<file path="config.mk">
export PLATFORM = sky130hd
export DESIGN_NAME = std_fp_div_iter
export DESIGN_NICKNAME = d
export VERILOG_FILES = /design/src/rtl/std_fp_div_iter.sv
export SDC_FILE = /design/constraint.sdc
export NUM_CORES = 1
export LEC_CHECK = 0
export BUFFER_PORTS_ARGS = -buffer_cell sky130_fd_sc_hd__buf_2
export CORE_MARGIN = 8
export CORE_UTILIZATION = 53
export CTS_BUF_LIST = sky130_fd_sc_hd__clkbuf_16
export DETAILED_ROUTE_END_ITERATION = 10
export GPL_TIMING_DRIVEN = 0
export PLACE_DENSITY = 0.86
export SYNTH_ARGS = -nofsm -noshare
export SYNTH_HDL_FRONTEND = slang
export SYNTH_SLANG_ARGS = --single-unit
export TNS_END_PERCENT = 50
</file>
<file path="constraint.sdc">
create_clock -name clk -period 2.66 [get_ports clk]
set_input_delay 0.133 -clock clk [delete_from_list [all_inputs] [get_ports clk]]
set_output_delay 0.133 -clock clk [all_outputs]
set_load 0.05 [all_outputs]
</file>
<file path="src/rtl/std_fp_div_iter.sv">
// Iterative restoring fixed-point divider: left/right in Q(INT_WIDTH).(FRAC_WIDTH),
// one quotient bit per cycle, with a go/done handshake matching the pipelined multiplier.
module std_fp_div_iter #(
    parameter int WIDTH      = 8,
    parameter int INT_WIDTH  = 4,
    parameter int FRAC_WIDTH = 4,
    parameter int SIGNED     = 1
) (
    input  logic             clk,
    input  logic             reset,
    input  logic             go,
    input  logic [WIDTH-1:0] left,
    input  logic [WIDTH-1:0] right,
    output logic [WIDTH-1:0] out_quotient,
    output logic [WIDTH-1:0] out_remainder,
    output logic             done
);

    localparam int N  = WIDTH + FRAC_WIDTH;
    localparam int CW = $clog2(N + 1);
    localparam logic [CW-1:0] N_CNT = CW'(N);

    if (INT_WIDTH + FRAC_WIDTH != WIDTH) begin : g_bad_width
        $error("std_fp_div_iter: WIDTH must equal INT_WIDTH + FRAC_WIDTH");
    end

    typedef enum logic [1:0] {IDLE, BUSY, FIX, DONE} state_t;

    state_t           state, state_next;
    logic [CW-1:0]    count;
    logic [N-1:0]     dq;        // dividend shifts out the top while quotient bits shift in at the bottom
    logic [WIDTH:0]   rem;
    logic [WIDTH-1:0] divisor;
    logic [WIDTH-1:0] left_q;
    logic             sign_l, sign_r, div_zero;

    logic             left_neg, right_neg;
    logic [WIDTH-1:0] left_mag, right_mag;
    logic [WIDTH:0]   rem_shift, rem_step;
    logic             fits;
    logic [WIDTH-1:0] q_mag, r_mag, q_res, r_res;

    // Magnitudes are unsigned WIDTH-bit values, so the most-negative input maps to 2^(WIDTH-1).
    always_comb begin
        left_neg  = (SIGNED != 0) && left[WIDTH-1];
        right_neg = (SIGNED != 0) && right[WIDTH-1];
        left_mag  = left_neg  ? -left  : left;
        right_mag = right_neg ? -right : right;
    end

    always_comb begin
        rem_shift = {rem[WIDTH-1:0], dq[N-1]};
        fits      = rem_shift >= {1'b0, divisor};
        rem_step  = fits ? rem_shift - {1'b0, divisor} : rem_shift;
    end

    always_comb begin
        q_mag = dq[WIDTH-1:0];
        r_mag = rem[WIDTH-1:0];
        if (div_zero) begin
            q_res = '1;
            r_res = left_q;
        end else begin
            q_res = (sign_l ^ sign_r) ? -q_mag : q_mag;
            r_res = sign_l ? -r_mag : r_mag;
        end
    end

    // NOTE: sequential state uses non-blocking assignments so every register samples pre-edge values.
    always_ff @(posedge clk) begin
        if (reset) state <= IDLE;
        else       state <= state_next;
    end

    // NOTE: every variable gets a default first so no path through the case infers a latch.
    always_comb begin
        state_next = state;
        case (state)
            IDLE: if (go) state_next = BUSY;
            BUSY: begin
                if (!go)                     state_next = IDLE;
                else if (count == CW'(1))    state_next = FIX;
            end
            FIX:     state_next = go ? DONE : IDLE;
            DONE:    state_next = IDLE;
            default: state_next = IDLE;
        endcase
    end

    // NOTE: datapath registers are not reset; they are always loaded in IDLE before being used.
    always_ff @(posedge clk) begin
        case (state)
            IDLE: begin
                if (go) begin
                    dq       <= {left_mag, {FRAC_WIDTH{1'b0}}};
                    rem      <= '0;
                    divisor  <= right_mag;
                    left_q   <= left;
                    sign_l   <= left_neg;
                    sign_r   <= right_neg;
                    div_zero <= (right == '0);
                    count    <= N_CNT;
                end
            end
            BUSY: begin
                dq    <= {dq[N-2:0], fits};
                rem   <= rem_step;
                count <= count - CW'(1);
            end
            default: ;
        endcase
    end

    // Results only move on a completed FIX, so aborted operations leave the last result visible.
    always_ff @(posedge clk) begin
        if (reset) begin
            out_quotient  <= '0;
            out_remainder <= '0;
        end else if (state == FIX && go) begin
            out_quotient  <= q_res;
            out_remainder <= r_res;
        end
    end

    assign done = (state == DONE);

endmodule

</file>
==> results_dict.tcl <==
set metrics [dict create \
    status "complete, no violations" \
    drv_slew 0 \
    ios 36 \
    layout-drive-gt1-share_pct 15.53 \
    place_congestion 0.8363 \
    wl_um 7387 \
    wl_met1_um 3282 \
    r2r_start "rem[0]$_SDFFCE_PN0P_" \
    wl_per_cell_um 16.24 \
    core_area_um2 5956 \
    final_common_cell "edfxtp_1" \
    timing_hold_violations_final 0 \
    final_core_util_pct 65.25 \
    crit_arrival_ps 2430 \
    wl_met2_um 3507 \
    slew-limit-headroom_pct 40.31 \
    preCtsSetupSlack_ps 332.8 \
    grt_max_degree 19 \
    hold-path-cell-count 1 \
    fin_ws_ps 276.5 \
    cts_tree "yes" \
    ff2ff_setup_slack_ps 280 \
    cts_max_path_buffers 2 \
    cts_max_level 3 \
    cp-start-kind "flip-flop" \
    die_w_um 94.81 \
    via_per_inst 5.870 \
    clock.fmax_mhz 419.6 \
    hp-class "input port to flip-flop" \
    r2r_cells 6 \
    portBuffers 34 \
    crit_required_ps 2710 \
    min_from "right[0]" \
    fillers 451 \
    period_minus_slack_ps 2383 \
    cap_violations 0 \
    crit_fanout 9 \
    numCtsBuffers 9 \
    finalNetCount 409 \
    setup_tns_ps 0 \
    syn_area_um2 3292 \
    synth_ff_type "edfxtp_1" \
    p_sw_share_pct 27.85 \
    syn_area_per_cell_um2 10.04 \
    synth_nets 362 \
    die_h_um 94.81 \
    rr_endpoint "rem[3]$_SDFFCE_PN0P_" \
    max_stage_delay_ps 470 \
    clk_pin_slew_ps 50 \
    path_buf_inv 0 \
    end_kind "flip-flop" \
    p_per_area_nw_per_um2 732.2 \
    p_clk_share_pct 39.7 \
    dieArea_um2 8989 \
    synthArstFlopShare_pct 0 \
    dr.first_iter.drc_count 233 \
    clk_latency_ps 320 \
    overflow 0 \
    insertedDiodeCount 0 \
    internal-power_mw 2.053 \
    synth_cells 328 \
    p_comb_share_pct 19.4 \
    ys_seq_area_share_pct 49.26 \
    leakagePower_nw 1.510 \
    dr.pass1.iters 4 \
    cts-root-buf "clkbuf_16" \
    synth_edf_count 42 \
    synth_seq_cells 60 \
    net-switching-power_mw 0.7923 \
    yosys_warnings 0 \
    holdWs_ps 14.59 \
    finalSetupViolations 0 \
    antenna_left 0 \
    critical-path-top-delay-family "compound AO/OA/AOI/OAI gates" \
    seq_power_share_pct 40.9 \
    skew_ps 4.507 \
    grt_pass1_vias 2557 \
    cp.depth 6 \
    worst_pin_slew_ps 894.4 \
    cts.sinks 60 \
    vdd_drop_max_v 0.0006901 \
    cp_cell_sequence "ha_1 -> nor2b_1 -> o31ai_2 -> a31oi_2 -> o211ai_1 -> a21oi_1" \
    track_usage_pct 17.51 \
    fp-row-count 28 \
    dr_wl_met3_um 468 \
    antenna_found_initial 0 \
    syn2layout_area_growth_pct 18.05 \
    final_cell_mix "42 x edfxtp_1, 35 x buf_2, 31 x nand2_1, 25 x nor2_1, 22 x a21oi_1" \
    grt_pass1_wl_um 12330 \
    ys_types 53 \
    start_util_pct 55.27 \
    drc_errors 0 \
    finalCritPeriodShare_pct 89.60 \
    vias 2671 \
    highest_layer "met4" \
    hold_end "divisor[0]$_DFFE_PP_" \
    critPathSlowestCell "edfxtp_1" \
    hpwl_um 5226 \
    rsz0062_at_grt "false" \
    critPathKind "flip-flop to flip-flop" \
]
==> through the flow <==
step | instances | instance area, um^2 | total power, mW
after floorplan | 328 | 3292 | 1.572
after global placement | 437 | 3556 | 1.683
after detailed placement | 438 | 3575 | 1.716
after CTS | 455 | 3884 | 2.847
after global routing | 455 | 3886 | 2.964
final | 455 | 3886 | 2.845
==> synth_stat cells, drive strengths merged (2+ instances only) <==
cell type,n,area [um^2]
a311oi,8,70.07
or4,2,15.01
ha,14,175.2
o21a,3,22.52
nand2,31,116.4
o211ai,9,67.56
a211oi,5,42.54
and3,2,12.51
dfxtp,18,360.4
o21ai,18,93.84
xnor2,20,175.2
a31oi,3,25.02
nor2,26,97.59
o31ai,5,42.54
mux2i,2,20.02
buf,2,16.26
clkinv,2,7.510
xor2,6,52.55
nand3,7,35.03
nor2b,8,50.05
a21oi,22,110.1
edfxtp,42,1261
and2,4,25.02
nand2b,7,43.79
or3,3,18.77
inv,19,71.31
clkbuf,10,37.54
nor3,12,60.06
==> per-layer routing <==
metal	GRT usage [%]	up-vias
li1	-	1296
met1	21.86	1274
met2	27.81	90
met3	4.841	11
met4	7.542	0
met5	0	-
==> layout make-up <==
class / instances / area [um^2] / area share [%]
sequential: 60 / 1622 / 41.73
clock buffer: 11 / 275.3 / 7.083
tap: 75 / 93.84 / 2.415
clock inverter: 5 / 23.77 / 0.6117
timing repair buffer: 36 / 195.2 / 5.023
buffer: 12 / 53.80 / 1.384
multi-input combinational: 235 / 1544 / 39.73
inverter: 21 / 78.83 / 2.028
==> timing repair <==
item,in CTS,in global routing
hold buffers,1,0
gates resized for setup,0,0
endpoints found under the setup margin,0,0
endpoints found under the hold margin,1,0
buffers inserted,0,0
==> worst max path at each step <==
stage	slack, ps	from	end
floorplan	610	state[0]$_SDFFE_PP0P_	count[0]$_SDFFCE_PN0P_
global placement	100	state[1]$_SDFFE_PP0P_	dq[10]$_DFFE_PP_
detailed placement	330	rem[0]$_SDFFCE_PN0P_	rem[3]$_SDFFCE_PN0P_
CTS	300	rem[0]$_SDFFCE_PN0P_	rem[3]$_SDFFCE_PN0P_
global route	180	rem[0]$_SDFFCE_PN0P_	rem[3]$_SDFFCE_PN0P_
finish	280	rem[0]$_SDFFCE_PN0P_	rem[3]$_SDFFCE_PN0P_
==> power by group through the flow <==
stage | Sequential, mW | Clock (mW) | Combinational, mW
final | 1.16 | 1.13 | 0.552
after global routing | 1.17 | 1.18 | 0.614
after CTS | 1.16 | 1.14 | 0.549
after detailed placement | 1.18 | 0 | 0.538
after global placement | 1.18 | 0 | 0.508
after floorplan | 1.18 | 0 | 0.395
==> kinds of logic (layout without fill, tap and decap cells) <==
kind of cell / Yosys count / count (layout) / synth area share (%)
mux: 2 / 2 / 0.6082
compound gates: 85 / 85 / 17.64
fa+ha+maj: 15 / 15 / 5.929
flops: 60 / 60 / 49.26
buf+inv: 33 / 85 / 4.029
simple gates: 107 / 107 / 15.62
xor+xnor: 26 / 26 / 6.918
==> sequential cells by signal, indices dropped and copies added (netlist names) <==
name and count:
dq 12, divisor 8, out_remainder 8, sign_r 1, count 4, rem 8
left_q 8, div_zero 1, out_quotient 8, state 2
Note: power is estimated with default switching activity, not from simulation.
